### config.mk
export PLATFORM = sky130hd
export DESIGN_NAME = x_dl_requester_flat
export DESIGN_NICKNAME = d
export VERILOG_FILES = /design/src/rtl/x_dl_pkg.sv /design/src/rtl/x_dl_requester_if.sv /design/src/rtl/x_timeout_cnt.sv /design/src/rtl/x_dl_requester.sv /design/src/flat_wrapper.sv
export SDC_FILE = /design/constraint.sdc
export NUM_CORES = 1
export LEC_CHECK = 0
export BUFFER_PORTS_ARGS = -buffer_cell sky130_fd_sc_hd__buf_4
export CAP_MARGIN = 15
export CORE_MARGIN = 2
export CORE_UTILIZATION = 50
export CTS_CLUSTER_SIZE = 30
export DETAILED_ROUTE_END_ITERATION = 7
export PLACE_DENSITY_LB_ADDON = 0.3
export SYNTH_ARGS = -nofsm -noshare
export SYNTH_HDL_FRONTEND = slang
export SYNTH_SLANG_ARGS = --single-unit
### constraint.sdc
create_clock -name i_clk -period 2.3 [get_ports i_clk]
set_input_delay 0.115 -clock i_clk [delete_from_list [all_inputs] [get_ports i_clk]]
set_output_delay 0.115 -clock i_clk [all_outputs]
set_load 0.02 [all_outputs]
### src/rtl/x_dl_pkg.sv
// rtl/x_dl_pkg.sv - shared types and constants for the delay-line requester
// Contents: FSM state enum, default measurement command byte, response length.
package x_dl_pkg;

    typedef enum logic [1:0] {
        ST_IDLE    = 2'd0,
        ST_SEND    = 2'd1,
        ST_COLLECT = 2'd2,
        ST_DONE    = 2'd3
    } dl_state_t;

    // Command byte that starts one delay-line measurement.
    localparam logic [7:0] DL_CMD_DEFAULT = 8'h01;

    // Number of response bytes that make up one 32-bit measurement.
    localparam int DL_RESP_BYTES = 4;

endpackage

### src/rtl/x_dl_requester_if.sv
// rtl/x_dl_requester_if.sv - request, UART byte and result signals of the requester
// Ports (slave = requester side):
//   in : i_req, i_tx_accept, i_rx_valid, i_rx_data[7:0]
//   out: o_busy, o_done, o_timeout, o_result[31:0], o_tx_valid, o_tx_data[7:0]
interface x_dl_requester_if;

    logic        i_req;
    logic        o_busy;
    logic        o_done;
    logic        o_timeout;
    logic [31:0] o_result;
    logic        o_tx_valid;
    logic [7:0]  o_tx_data;
    logic        i_tx_accept;
    logic        i_rx_valid;
    logic [7:0]  i_rx_data;

    modport slave (
        input  i_req, i_tx_accept, i_rx_valid, i_rx_data,
        output o_busy, o_done, o_timeout, o_result, o_tx_valid, o_tx_data
    );

    modport master (
        output i_req, i_tx_accept, i_rx_valid, i_rx_data,
        input  o_busy, o_done, o_timeout, o_result, o_tx_valid, o_tx_data
    );

endinterface

### src/rtl/x_timeout_cnt.sv
// rtl/x_timeout_cnt.sv - inter-byte idle counter with expire flag
// Ports:
//   i_clk, i_rst : clock, asynchronous active-high reset
//   i_clr        : force the count to zero (wins over i_en)
//   i_en         : count one idle cycle
//   o_expire     : count has reached p_limit-1
module x_timeout_cnt #(
    parameter int p_limit = 50000
) (
    input  logic i_clk,
    input  logic i_rst,
    input  logic i_clr,
    input  logic i_en,
    output logic o_expire
);

    localparam int              LP_W    = (p_limit > 1) ? $clog2(p_limit) : 1;
    localparam logic [LP_W-1:0] LP_LAST = LP_W'(p_limit - 1);

    logic [LP_W-1:0] r_count;

    // Saturates at the last value so the expire flag stays stable until cleared.
    always_ff @(posedge i_clk or posedge i_rst) begin
        if (i_rst) begin
            r_count <= '0;
        end else if (i_clr) begin
            r_count <= '0;
        end else if (i_en && !o_expire) begin
            r_count <= r_count + LP_W'(1);
        end
    end

    assign o_expire = (r_count == LP_LAST);

endmodule

### src/rtl/x_dl_requester.sv
// rtl/x_dl_requester.sv - sends a measurement command and assembles the 4-byte reply
// Ports:
//   i_clk, i_rst : clock, asynchronous active-high reset
//   bus (slave)  : i_req / o_busy / o_done / o_timeout / o_result,
//                  UART tx (o_tx_valid, o_tx_data, i_tx_accept),
//                  UART rx (i_rx_valid, i_rx_data)
module x_dl_requester
    import x_dl_pkg::*;
#(
    parameter logic [7:0] p_cmd     = DL_CMD_DEFAULT,
    parameter int         p_timeout = 50000
) (
    input  logic            i_clk,
    input  logic            i_rst,
    x_dl_requester_if.slave bus
);

    localparam logic [1:0] LP_LAST_BYTE = 2'(DL_RESP_BYTES - 1);

    dl_state_t   r_state;
    logic        r_busy;
    logic        r_done;
    logic        r_timeout;
    logic        r_tx_valid;
    logic [7:0]  r_tx_data;
    logic [31:0] r_result;
    logic [31:0] r_shift;
    logic [1:0]  r_cnt;

    logic        w_byte;
    logic        w_to_clr;
    logic        w_to_en;
    logic        w_to_expire;
    logic        w_abort;

    // Only bytes seen while collecting count; strays elsewhere are dropped.
    assign w_byte   = (r_state == ST_COLLECT) && bus.i_rx_valid;
    // Clearing on the accept edge means the first COLLECT cycle starts at zero.
    assign w_to_clr = ((r_state == ST_SEND) && bus.i_tx_accept) || w_byte;
    assign w_to_en  = (r_state == ST_COLLECT);
    // A byte on the expiry cycle takes priority over the abort.
    assign w_abort  = w_to_en && w_to_expire && !bus.i_rx_valid;

    x_timeout_cnt #(
        .p_limit (p_timeout)
    ) u_timeout (
        .i_clk    (i_clk),
        .i_rst    (i_rst),
        .i_clr    (w_to_clr),
        .i_en     (w_to_en),
        .o_expire (w_to_expire)
    );

    always_ff @(posedge i_clk or posedge i_rst) begin
        if (i_rst) begin
            r_state    <= ST_IDLE;
            r_busy     <= 1'b0;
            r_done     <= 1'b0;
            r_timeout  <= 1'b0;
            r_tx_valid <= 1'b0;
            r_tx_data  <= 8'h00;
            r_result   <= 32'h0;
            r_shift    <= 32'h0;
            r_cnt      <= 2'd0;
        end else begin
            r_done    <= 1'b0;
            r_timeout <= 1'b0;
            case (r_state)
                ST_IDLE: begin
                    if (bus.i_req) begin
                        r_state    <= ST_SEND;
                        r_busy     <= 1'b1;
                        r_tx_valid <= 1'b1;
                        r_tx_data  <= p_cmd;
                    end
                end
                ST_SEND: begin
                    if (bus.i_tx_accept) begin
                        r_state    <= ST_COLLECT;
                        r_tx_valid <= 1'b0;
                        r_tx_data  <= 8'h00;
                        r_cnt      <= 2'd0;
                        r_shift    <= 32'h0;
                    end
                end
                ST_COLLECT: begin
                    if (w_byte) begin
                        // Right shift: first byte ends up in [7:0], last in [31:24].
                        r_shift <= {bus.i_rx_data, r_shift[31:8]};
                        r_cnt   <= r_cnt + 2'd1;
                        if (r_cnt == LP_LAST_BYTE) begin
                            r_state  <= ST_DONE;
                            r_result <= {bus.i_rx_data, r_shift[31:8]};
                            r_done   <= 1'b1;
                            r_busy   <= 1'b0;
                        end
                    end else if (w_abort) begin
                        r_state   <= ST_IDLE;
                        r_timeout <= 1'b1;
                        r_busy    <= 1'b0;
                    end
                end
                ST_DONE: begin
                    r_state <= ST_IDLE;
                end
                default: begin
                    r_state <= ST_IDLE;
                end
            endcase
        end
    end

    assign bus.o_busy     = r_busy;
    assign bus.o_done     = r_done;
    assign bus.o_timeout  = r_timeout;
    assign bus.o_result   = r_result;
    assign bus.o_tx_valid = r_tx_valid;
    assign bus.o_tx_data  = r_tx_data;

endmodule

### src/flat_wrapper.sv
// flat-port wrapper written by rule: the top's interface ports become plain ports
module x_dl_requester_flat import x_dl_pkg::*;
#(
    parameter logic [7:0] p_cmd     = DL_CMD_DEFAULT,
    parameter int         p_timeout = 50000
)
  (i_clk, i_rst, bus_i_req, bus_i_tx_accept, bus_i_rx_valid, bus_i_rx_data, bus_o_busy, bus_o_done, bus_o_timeout, bus_o_result, bus_o_tx_valid, bus_o_tx_data);
  x_dl_requester_if bus_i ();
  input  logic i_clk;
  input  logic i_rst;
  input wire logic [$bits(bus_i.i_req)-1:0] bus_i_req;
  input wire logic [$bits(bus_i.i_tx_accept)-1:0] bus_i_tx_accept;
  input wire logic [$bits(bus_i.i_rx_valid)-1:0] bus_i_rx_valid;
  input wire logic [$bits(bus_i.i_rx_data)-1:0] bus_i_rx_data;
  output wire logic [$bits(bus_i.o_busy)-1:0] bus_o_busy;
  output wire logic [$bits(bus_i.o_done)-1:0] bus_o_done;
  output wire logic [$bits(bus_i.o_timeout)-1:0] bus_o_timeout;
  output wire logic [$bits(bus_i.o_result)-1:0] bus_o_result;
  output wire logic [$bits(bus_i.o_tx_valid)-1:0] bus_o_tx_valid;
  output wire logic [$bits(bus_i.o_tx_data)-1:0] bus_o_tx_data;
  assign bus_i.i_req = bus_i_req;
  assign bus_i.i_tx_accept = bus_i_tx_accept;
  assign bus_i.i_rx_valid = bus_i_rx_valid;
  assign bus_i.i_rx_data = bus_i_rx_data;
  assign bus_o_busy = bus_i.o_busy;
  assign bus_o_done = bus_i.o_done;
  assign bus_o_timeout = bus_i.o_timeout;
  assign bus_o_result = bus_i.o_result;
  assign bus_o_tx_valid = bus_i.o_tx_valid;
  assign bus_o_tx_data = bus_i.o_tx_data;
  x_dl_requester #(.p_cmd(p_cmd), .p_timeout(p_timeout)) u_core (.i_clk(i_clk), .i_rst(i_rst), .bus(bus_i));
endmodule
After elaboration in Yosys (flattened, before gate mapping) --
Cells that the tools add are included.
Cells by class: $add $sub $neg 2, $mul 0, divide/modulo/power cells 0, order comparisons 0, equal/unequal tests 10, shifts and indexed selects 0, muxes and demuxes 30, bitwise gates (word level) 0, reductions and logical operators 18
Operators by type and width (number):
- 32-bit two-way mux | 2
- 32-bit one-hot mux with 2 select lines | 1
- 16-bit two-way mux | 2
- 16-bit by 1-bit adder with 16-bit output, second input constant | 1
- 16-bit equality test, second input constant | 1
- 8-bit two-way mux | 2
- 8-bit one-hot mux with 2 select lines | 1
- 2-bit two-way mux | 7
- 1-bit two-way mux | 11
- 3-bit AND reduction | 3
- 2-bit one-hot mux with 4 select lines | 1
- 4-bit AND reduction | 2
- 2-bit nonzero test | 4
- 2-bit equality test, second input constant | 3
- 1-bit logical AND | 5
- 2-bit != test, second input constant | 2
- 1-bit one-hot mux with 2 select lines | 2
- 2-bit one-hot mux with 2 select lines | 1
- 3-bit by 1-bit != test with 1-bit output, second input constant | 1
- 3-bit != test, second input constant | 1
- 2-bit by 1-bit adder with 2-bit output, second input constant | 1
- 2-bit by 1-bit equality test with 1-bit output, second input constant | 1
- 1-bit logical NOT | 2
- 2-bit logical NOT | 1
- 2 further kinds | 2
Word-level totals: register bits after elaboration 96, latch bits 0, memory bits (writable) 0, bits in read-only memories 0, input port bits 13, output and inout port bits 44, word-level logic and storage cells 70, memories kept 0

Longest topological paths before layout --
Gate-level depths: netlist of the first run.
word-level depth 6, gate-level depth with buffers 8, depth with buffers taken out 5

Hierarchy --
From an unflattened synthesis of the first run, not the netlist that was laid out.
Unflattened totals: cell total of the unflattened synthesis 339, area total of the unflattened synthesis 3813.7 µm²
By module, submodules not included:
- x_dl_requester | times used 1, cells an instance 248, area an instance 2930.3 µm², seq. area each 1601.5 µm²
- x_timeout_cnt | times used 1, cells an instance 91, area an instance 883.3 µm², seq. area each 400.4 µm²

Worst setup path after synthesis of the first run --
No wires, ideal clock.
kind reg2reg, from reg u_core.r_state[1], to reg u_core.u_timeout.r_count[15], library setup time 66 ps, arrival time 1741 ps, required time 2234 ps, setup slack 493 ps, cell stages (with the launch flop) 8, buffers on the path 3, clock period less this slack 1807 ps, path through dfrtp_1 > buf_2 > and3b_1 > buf_2 > or2_1 > clkbuf_1 > or4_1 > nand2_1
On the way: longest elaborated chain between the ends 4, elaborated cells between the ends (all ways) 8, those cells by class eq/ne (2); mux (1); reduce/logical (5)
RTL lines:
- from (decl) | RTL line x_dl_requester.sv:20 | dl_state_t r_state;
- from (signal assigned) | RTL line x_dl_requester.sv:56 | r_state <= ST_IDLE;
- from (signal assigned) | RTL line x_dl_requester.sv:71 | r_state <= ST_SEND;
- from (signal assigned) | RTL line x_dl_requester.sv:79 | r_state <= ST_COLLECT;
- 2-bit by 1-bit equality test with 1-bit output or 2-bit equality test (tied branches) | RTL line x_dl_requester.sv:39, x_dl_requester.sv:37, x_dl_requester.sv:40
- 1-bit logical AND (on tied branches) | RTL line x_dl_requester.sv:39, x_dl_requester.sv:37
- 1-bit logical OR | RTL line x_dl_requester.sv:39 | assign w_to_clr = ((r_state == ST_SEND) && bus.i_tx_accept) || w_byte;
- 16-bit two-way mux or 2-bit nonzero test (tied branches)
- to (signal assigned) | RTL line x_timeout_cnt.sv:29 | r_count <= r_count + LP_W'(1);
- to (decl) | RTL line x_timeout_cnt.sv:20 | logic [LP_W-1:0] r_count;
Parallel ways exist; a longest one is shown, timed or not. A chain may end at the register's enable or synchronous reset.

Worst setup path after layout of the first run --
from reg u_core.r_state[0], to reg u_core.u_timeout.r_count[15]
The elaborated chain is that of the path after synthesis.

==> results.json, run 1 <==
{
  "status": "completed",
  "cts.clk_slew.worst_paths_ns": 0.08,
  "cpPeakStageDelay_ns": 0.64,
  "first_pass_iters": 6,
  "period_share_pct": 89.2,
  "grt_util_all_layers_pct": 18.7,
  "cp_data_arrival_time_ns": 2.33,
  "clock.fmax_mhz": 488,
  "wl_per_cell_um": 15.3,
  "criticalPathCategory": "reg2reg",
  "final_nets": 345,
  "relSlewSlack_pct": 56.7,
  "crit_top_cell": "or4_1",
  "synth_area_per_cell_um2": 12.6,
  "setup.worst_path.start_class": "flop",
  "synth_edf_count": 0,
  "layout-drive-gt1-share_pct": 32.2,
  "finalSetupViolations": 0,
  "p_per_area_nw_per_um2": 1230,
  "path_max_fanout": 11,
  "internal_power_mw": 3.20,
  "grt_first_pass_wirelength_um": 10700,
  "clk-insertion-delay-late_ns": 0.35,
  "post-route-min-period_ns": 2.05,
  "cts_resized": 0,
  "grt_pass1_vias": 2239,
  "clockRootBuffer": "clkbuf_8",
  "ir_drop_mv": 0.797,
  "syn_to_final_growth_pct": 22.1,
  "total_power_mw": 5.01,
  "wl_um": 6300,
  "viasPerCell": 5.58,
  "dp_hpwl_um": 4280,
  "grt_max_degree": 38,
  "cap_violations": 0,
  "combPwrFrac_pct": 36.1,
  "via_count": 2297,
  "num_antenna_cells": 0,
  "dieHeight_um": 85.8,
  "r2r_slack_ns": 0.25,
  "die_w_um": 85.8,
  "p_sw_mw": 1.81,
  "gp_congestion": 0.851,
  "synth_cells": 266,
  "ctsHoldBuffers": 11,
  "crit_path_end_kind": "flop",
  "yosysSeqAreaShare_pct": 59.8,
  "holdCritPathClass": "in2reg",
  "clkPwrFrac_pct": 19.2,
  "start_util_pct": 52.1,
  "clock_skew_ns": 0.00966,
  "drt-initial-drc-count": 136,
  "synthArstFlopShare_pct": 100,
  "antenna_found_initial": 0,
  "row_count": 29,
  "crit_buf_inv": 0,
  "syn_area_um2": 3350,
  "cts_setup_buffers": 0,
  "p_seq_share_pct": 44.7,
  "critPathTopFamily": "simple AND/OR/NAND/NOR gates",
  "maxSlewViolCount": 0,
  "clockBufferDepth": 2,
  "final_common_cell": "dfrtp_1",
  "tightestPinTransition_ns": 0.644,
  "power.leakage_nw": 2.04,
  "final_cell_mix": "dfrtp_1 (80), buf_4 (59), mux2_2 (28)",
  "fillers": 490,
  "path_cells": "nand4b_2 -> or4_1 -> or4_1 -> nand2_1",
  "cts_tree": "built",
  "die_area_um2": 7370,
  "drtAntennaViolNets": 0,
  "drc": 0,
  "critPathSlowestCell": "or4_1",
  "io_buffers": 49,
  "synthFlopType": "dfrtp_1",
  "cts_buffers": 9,
  "crit_required_ns": 2.58,
  "core_area_um2": 6420,
  "htreeDepth": 3,
  "ys_ff_latch": 80,
  "yosys_warnings": 0,
  "swShare_pct": 36.1,
  "gr-total-overflow": 0,
  "clkSinkCount": 80,
  "synth.distinct_cells": 44,
  "hold_viol": 0,
  "tns_ns": 0,
  "grt_setup_unrepaired": "no",
  "ioPinCount": 57
}
Yosys cell counts (all sizes together), types with 2 or more instances:
master / n / share of area (%)
nand3: 7 / 1.4
and3: 2 / 0.37
or3: 3 / 0.60
nand4: 5 / 0.93
buf: 14 / 2.7
nor2b: 3 / 0.56
dfrtp: 80 / 60
a21oi: 3 / 0.45
clkbuf: 9 / 1.0
mux2i: 2 / 0.60
nor3: 3 / 0.45
mux2: 33 / 11
nor4bb: 2 / 0.60
nand2b: 3 / 0.56
nand2: 19 / 2.1
nor4: 3 / 0.56
a22o: 22 / 5.8
inv: 9 / 1.0
xor2: 2 / 0.52
o211ai: 4 / 0.90
nand4b: 2 / 0.71
ha: 2 / 0.75
a211o: 2 / 0.52
xnor2: 4 / 1.0
and3b: 2 / 0.52
o21ai: 4 / 0.60
nor2: 10 / 1.1
or4: 2 / 0.45
sequential cells by signal, summed over array words and instances, names as in the netlist:
name,cells
u_core.bus.o_tx_data,1
u_core.bus.o_busy,1
u_core.bus.o_timeout,1
u_core.r_state,2
u_core.r_cnt,2
u_core.r_shift,24
u_core.u_timeout.r_count,16
u_core.bus.o_done,1
u_core.bus.o_result,32
metal layers:
layer / vias to the layer above / global-route usage, % / wire length (um)
met5: - / 0 / 0
met1: 1150 / 26.5 / 3010
met3: 8 / 3.85 / 283
met4: 0 / 8.95 / 100
li1: 1072 / - / -
met2: 67 / 27.7 / 2910
worst register-to-register path, stage by stage, from the launching register on:
cell and delay, ns:
dfrtp_1 0.48, nand4b_2 0.29, or4_1 0.64, or4_1 0.51, nand2_1 0.08
worst paths after layout:
check | from | end | cells after the start
hold / removal | bus_i_req | u_core.bus.o_busy | 3
hold reg to reg | u_core.r_shift[8] | u_core.r_shift[8] | 2
setup / recovery | u_core.r_state[0] | u_core.u_timeout.r_count[15] | 4
min in group asynchronous | i_rst | u_core.bus.o_result[7] | 3
setup reg to reg | u_core.r_state[0] | u_core.u_timeout.r_count[15] | 4
max in group asynchronous | i_rst | u_core.bus.o_result[6] | 4
final cells by class:
cell class | instances | area, um2 | share of cell area (%)
multi-input combinational | 160 | 1210 | 29.7
clock buffer | 10 | 138 | 3.37
inverter | 9 | 35.0 | 0.857
tap | 77 | 96.3 | 2.36
clock inverter | 6 | 51.3 | 1.25
sequential | 80 | 2000 | 49.0
timing repair buffer | 70 | 553 | 13.5
kinds of logic after synthesis:
logic type	Yosys count	synth area share, %
other	1	0.112
buffers and inverters	32	4.75
adders and majority gates	2	0.747
muxes	35	11.7
and+or+nand+nor	69	11.7
AOI/OAI and AO/OA	41	9.68
DFF	80	59.8
xor gates and xnor gates	6	1.57
power groups by stage:
stage | registers (mW) | logic (mW) | clock network, mW
3_3_place_gp | 2.24 | 1.78 | 0
6_report | 2.24 | 1.81 | 0.964
4_1_cts | 2.24 | 1.83 | 0.989
5_1_grt | 2.30 | 1.97 | 1.05
2_1_floorplan | 2.47 | 0.886 | 0
3_5_place_dp | 2.26 | 1.81 | 0
through the flow:
stage | std cells | hold WS (ns) | area [um2] | util [%] | worst slack [ns]
after CTS | 412 | 0.122 | 4090 | 63.6 | 0.263
after global placement | 385 | 0.217 | 3790 | 59.0 | 0.347
after detailed placement | 385 | 0.216 | 3790 | 59.0 | 0.279
after global routing | 412 | 0.131 | 4090 | 63.6 | 0.143
final | 412 | 0.124 | 4090 | 63.6 | 0.249
after floorplan | 272 | 0.188 | 3370 | - | 0.133
Note: power is estimated with default switching activity, not from simulation.
==> run 2: changes to the inputs <==
--- a/config.mk
+++ b/config.mk
@@ -9,9 +9,10 @@
 export CAP_MARGIN = 15
 export CORE_MARGIN = 2
 export CORE_UTILIZATION = 50
-export CTS_CLUSTER_SIZE = 30
+export CTS_CLUSTER_SIZE = 25
 export DETAILED_ROUTE_END_ITERATION = 7
 export PLACE_DENSITY_LB_ADDON = 0.3
+export REMOVE_ABC_BUFFERS = 1
 export SYNTH_ARGS = -nofsm -noshare
 export SYNTH_HDL_FRONTEND = slang
 export SYNTH_SLANG_ARGS = --single-unit
==> results.json, run 2 (synthesized netlist as in run 1, its figures left out) <==
{
  "post-route-min-period_ns": 1.98,
  "cts_resized": 0,
  "cts_setup_buffers": 0,
  "gr-total-overflow": 0,
  "wl_um": 6410,
  "crit_required_ns": 2.59,
  "maxSlewViolCount": 0,
  "cpPeakStageDelay_ns": 0.58,
  "path_cells": "and3b_1 -> nor2_2 -> buf_4 -> a22o_1",
  "clockRootBuffer": "clkbuf_8",
  "core_area_um2": 6420,
  "first_pass_iters": 7,
  "largest_register_ffs": 32,
  "setup.worst_path.start_class": "flop",
  "drt-initial-drc-count": 163,
  "final_cell_mix": "dfrtp_1 (80), buf_4 (55), mux2_2 (28)",
  "crit_path_end_kind": "flop",
  "drtAntennaViolNets": 0,
  "clk-insertion-delay-late_ns": 0.35,
  "cts.clk_slew.worst_paths_ns": 0.08,
  "cp_data_arrival_time_ns": 2.27,
  "die_area_um2": 7370,
  "postLayoutCellArea_um2": 4090,
  "holdCritPathClass": "in2reg",
  "path_max_fanout": 19,
  "criticalPathCategory": "reg2reg",
  "dieHeight_um": 85.8,
  "period_share_pct": 86.1,
  "hold_viol": 0,
  "gp_congestion": 0.855,
  "die_w_um": 85.8,
  "finalSetupViolations": 0,
  "clock_skew_ns": 0.00881,
  "wl_per_cell_um": 15.8,
  "status": "complete, but fails checks",
  "dp_hpwl_um": 4340,
  "violations": "DRC",
  "p_per_area_nw_per_um2": 1260,
  "via_count": 2247,
  "grt_setup_unrepaired": "no",
  "ir_drop_mv": 0.642,
  "clock.fmax_mhz": 505,
  "antenna_found_initial": 0,
  "power.leakage_nw": 2.04,
  "cap_violations": 0,
  "grt_max_degree": 46,
  "fillers": 511,
  "viasPerCell": 5.52,
  "cts_buffers": 9,
  "htreeDepth": 3,
  "grt_first_pass_wirelength_um": 11000,
  "final_cells": 407,
  "io_buffers": 49,
  "drc": 7,
  "placed_area_um2": 3780,
  "whs_path_depth": 2,
  "syn_to_final_growth_pct": 22.1,
  "relSlewSlack_pct": 56.0,
  "row_count": 29,
  "grt_pass1_vias": 2289,
  "dpl.cell_count": 382,
  "layout-drive-gt1-share_pct": 31.5,
  "clkSinkCount": 80,
  "critPathSlowestCell": "nor2_2",
  "start_util_pct": 52.1,
  "reg2reg_depth": 4,
  "tightestPinTransition_ns": 0.659,
  "final_common_cell": "dfrtp_1",
  "num_antenna_cells": 0,
  "cts_tree": "built",
  "final_nets": 340,
  "ioPinCount": 57,
  "clockBufferDepth": 2,
  "grt_util_all_layers_pct": 19.4
}
## run 2: changes by cell type in the layout (fill, tap and decap cells not counted)
cell           delta
buf_12            +1
buf_4             -4
bufinv_16         +2
clkbuf_1          +1
clkbuf_8          -1
clkinvlp_4        -1
dlygate4sd3_1     -2
inv_8             -1
## run 2: layout make-up
class | instances | area, um2 | area share (%)
sequential | 80 | 2000 | 49.0
inverter | 9 | 35.0 | 0.857
timing repair buffer | 65 | 523 | 12.8
clock buffer | 10 | 128 | 3.12
clock inverter | 6 | 92.6 | 2.26
multi-input combinational | 160 | 1210 | 29.7
tap | 77 | 96.3 | 2.36
## run 2: final timing paths
check,slack (ns),to,startpoint
max,0.32,u_core.r_shift[21],u_core.r_state[1]
min,0.009,u_core.r_shift[26],bus_i_rx_data[2]
max reg2reg,0.32,u_core.r_shift[21],u_core.r_state[1]
min reg2reg,0.47,u_core.r_shift[8],u_core.r_shift[8]
max in group asynchronous,1.28,u_core.bus.o_timeout,i_rst
min in group asynchronous,0.38,u_core.bus.o_result[10],i_rst
## run 2: timing repair
item,4_1_cts,5_1_grt
hold buffers,9,0
endpoints found under the setup margin,0,0
endpoints found under the hold margin,43,0
## run 2: through the flow
stage	hold slack (ns)	power [mW]	setup slack [ns]	utilization (%)	TNS [ns]
floorplan	0.188	3.29	-0.184	-	-5.67
global placement	0.210	3.99	0.397	58.8	0
CTS	0.00107	5.21	0.322	63.7	0
detailed placement	0.212	4.06	0.354	58.8	0
finish	0.00907	5.17	0.320	63.7	0
global route	0.0000459	5.48	0.178	63.7	0
## run 2: power by group
group	switching (mW)	internal (mW)
Clock	0.520	0.617
Sequential	0.333	1.89
Combinational	0.940	0.870
## run 2: layer usage
metal  global-route usage [%]  routed length, um  vias to the layer above
li1                         -                  -                     1051
met1                     25.3               2860                     1126
met2                     31.5               3130                       59
met3                     4.33                299                       11
met4                     8.37                123                        0
met5                        0                  0                        -
## run 2: worst max-delay path, delay by kind of cell, from the launching register on
family	cells	cell delay, ns
buf+inv	1	0.35
simple gates	2	0.92
flops	1	0.48
compound gates	1	0.17
==> run 3: changes to the inputs <==
--- a/config.mk
+++ b/config.mk
@@ -5,6 +5,7 @@
 export SDC_FILE = /design/constraint.sdc
 export NUM_CORES = 1
 export LEC_CHECK = 0
+export ABC_AREA = 1
 export BUFFER_PORTS_ARGS = -buffer_cell sky130_fd_sc_hd__buf_4
 export CAP_MARGIN = 15
 export CORE_MARGIN = 2
==> results.json, run 3 <==
{
  "syn_area_um2": 3510,
  "p_per_area_nw_per_um2": 1150,
  "drt-initial-drc-count": 109,
  "synth_common_cells": "nand2_1 (104), dfrtp_1 (80), inv_1 (45), o21ai_0 (39), nor2_1 (26)",
  "row_count": 30,
  "die_area_um2": 7700,
  "clock_skew_ns": 0.0160,
  "synth_largest_area_cell": "dfrtp_1",
  "via_count": 2776,
  "final_common_cell": "nand2_1",
  "largest_register_ffs": 32,
  "dieHeight_um": 87.8,
  "start_util_pct": 51.6,
  "antenna_found_initial": 0,
  "synth_area_per_cell_um2": 8.83,
  "htreeDepth": 3,
  "syn_to_final_growth_pct": 19.7,
  "cts_resized": 0,
  "gp_congestion": 0.921,
  "status": "completed",
  "layout-drive-gt1-share_pct": 18.9,
  "synth_cells": 397,
  "clockBufferDepth": 2,
  "first_pass_iters": 4,
  "tightestPinTransition_ns": 0.661,
  "cts_tree": "built",
  "maxSlewViolCount": 0,
  "finalSetupViolations": 0,
  "crit_path_end_kind": "flop",
  "synth_edf_count": 0,
  "power.leakage_nw": 2.10,
  "cts_buffers": 9,
  "gr-total-overflow": 0,
  "crit_buf_inv": 0,
  "cpPeakStageDelay_ns": 0.49,
  "crit_required_ns": 2.59,
  "final_nets": 466,
  "hold_viol": 0,
  "fillers": 567,
  "grt_pass1_vias": 2600,
  "drtAntennaViolNets": 0,
  "clk-insertion-delay-late_ns": 0.35,
  "period_share_pct": 74.6,
  "cts_setup_buffers": 0,
  "r2r_start": "u_core.u_timeout.r_count[0]",
  "path_max_fanout": 13,
  "yosys_warnings": 0,
  "grt_util_all_layers_pct": 19.3,
  "ir_drop_mv": 0.393,
  "grt_max_degree": 65,
  "synth.distinct_cells": 28,
  "cp.depth": 6,
  "ctsHoldBuffers": 5,
  "crit_path_end": "u_core.u_timeout.r_count[11]",
  "cap_violations": 0,
  "clockRootBuffer": "clkbuf_8",
  "criticalPathCategory": "reg2reg",
  "critPathTopFamily": "compound AO/OA/AOI/OAI gates",
  "final_cells": 552,
  "crit_start": "u_core.u_timeout.r_count[0]",
  "multi_input_area_um2": 1220,
  "drc": 0,
  "wl_um": 6880,
  "path_cells": "ha_1 -> nand3_2 -> nor2_2 -> a21oi_2 -> nand4_1 -> nand2_1",
  "cp_data_arrival_time_ns": 2.00,
  "num_antenna_cells": 0,
  "io_buffers": 49,
  "holdCritPathClass": "in2reg",
  "clkSinkCount": 80,
  "die_w_um": 87.8,
  "critPathSlowestCell": "a21oi_2",
  "wl_per_cell_um": 12.5,
  "yosysSeqAreaShare_pct": 57.1,
  "regToRegEndpoint": "u_core.u_timeout.r_count[11]",
  "clock.fmax_mhz": 583,
  "synthTopCellsByArea": "dfrtp_1 (57%), nand2_1 (11%), o21ai_0 (5.6%), inv_1 (4.8%), o22ai_1 (3.9%)",
  "viasPerCell": 5.03,
  "final_cell_mix": "nand2_1 (104), dfrtp_1 (80), buf_4 (53)",
  "reg2reg_depth": 6,
  "tns_ns": 0,
  "regArea_um2": 2000,
  "synthFlopType": "dfrtp_1",
  "ys_ff_latch": 80,
  "dp_hpwl_um": 4630,
  "grt_first_pass_wirelength_um": 11600,
  "post-route-min-period_ns": 1.72,
  "synth.most_common_cell": "nand2_1",
  "synthArstFlopShare_pct": 100,
  "grt_setup_unrepaired": "no",
  "dpl.cell_count": 531,
  "relSlewSlack_pct": 55.8,
  "setup.worst_path.start_class": "flop",
  "synth_top_area_share_pct": 57.1,
  "r2r_slack_ns": 0.58,
  "cts.clk_slew.worst_paths_ns": 0.09,
  "core_area_um2": 6790,
  "ioPinCount": 57
}
[run 3: per-stage QoR]
stage                     utilization, %  cell area (um2)  worst slack (ns)  hold slack [ns]  total power [mW]
after floorplan                        -             3400             0.133            0.187              3.14
after global placement              58.0             3940             0.684            0.256              3.71
after detailed placement            58.0             3940             0.615            0.264              3.78
after CTS                           61.8             4200             0.610           0.0332              4.87
after global routing                61.8             4200             0.479           0.0606              5.15
final                               61.8             4200             0.585           0.0486              4.83
[run 3: report_power, final]
part,switching (mW),total (mW),internal [mW]
sequential,0.242,2.08,1.84
clock,0.557,1.08,0.520
combinational,1.07,1.67,0.602
total,1.87,4.83,2.96
[run 3: cell type report]
type	instances	area share [%]
clock buffers	9	2.95
well taps	96	2.86
repair buffers	59	11.1
inverters	48	4.35
clock inverters	7	1.97
flip-flops and latches	80	47.7
multi-input cells	253	29.0
[run 3: layer usage]
layer | vias up | global-route usage, % | part of all wire [%]
met5 | - | 0 | 0
met1 | 1327 | 25.7 | 47
li1 | 1381 | - | -
met2 | 62 | 30.6 | 47
met4 | 0 | 8.67 | 1.2
met3 | 6 | 4.05 | 4.7
[run 3: how the worst min path moves through the flow]
stage	start	to	slack, ns	cells past startpoint
floorplan	bus_i_rx_valid	u_core.bus.o_timeout	0.19	1
global placement	i_rst	u_core.bus.o_result[12]	0.26	2
detailed placement	i_rst	u_core.bus.o_result[4]	0.26	2
CTS	bus_i_rx_data[1]	u_core.r_shift[25]	0.03	3
global route	bus_i_rx_data[5]	u_core.r_shift[29]	0.06	3
finish	bus_i_rx_data[1]	u_core.r_shift[25]	0.05	3
[run 3: worst reg2reg max path: stages, from the launching register on]
cell and delay, ns:
dfrtp_1 0.42, ha_1 0.27, nand3_2 0.15, nor2_2 0.07, a21oi_2 0.49, nand4_1 0.17
nand2_1 0.09
[run 3: cell families (layout without fill, tap and decap cells)]
kind of cell | Yosys count | in the layout | share of synthesized area [%]
AND/OR/NAND/NOR | 172 | 172 | 21.3
flip-flops | 80 | 80 | 57.1
buffers and inverters | 70 | 123 | 8.81
AO/OA/AOI/OAI | 67 | 67 | 10.7
XOR/XNOR | 5 | 5 | 1.25
adder cells (fa/ha/maj) | 2 | 2 | 0.713
other | 1 | 7 | 0.107
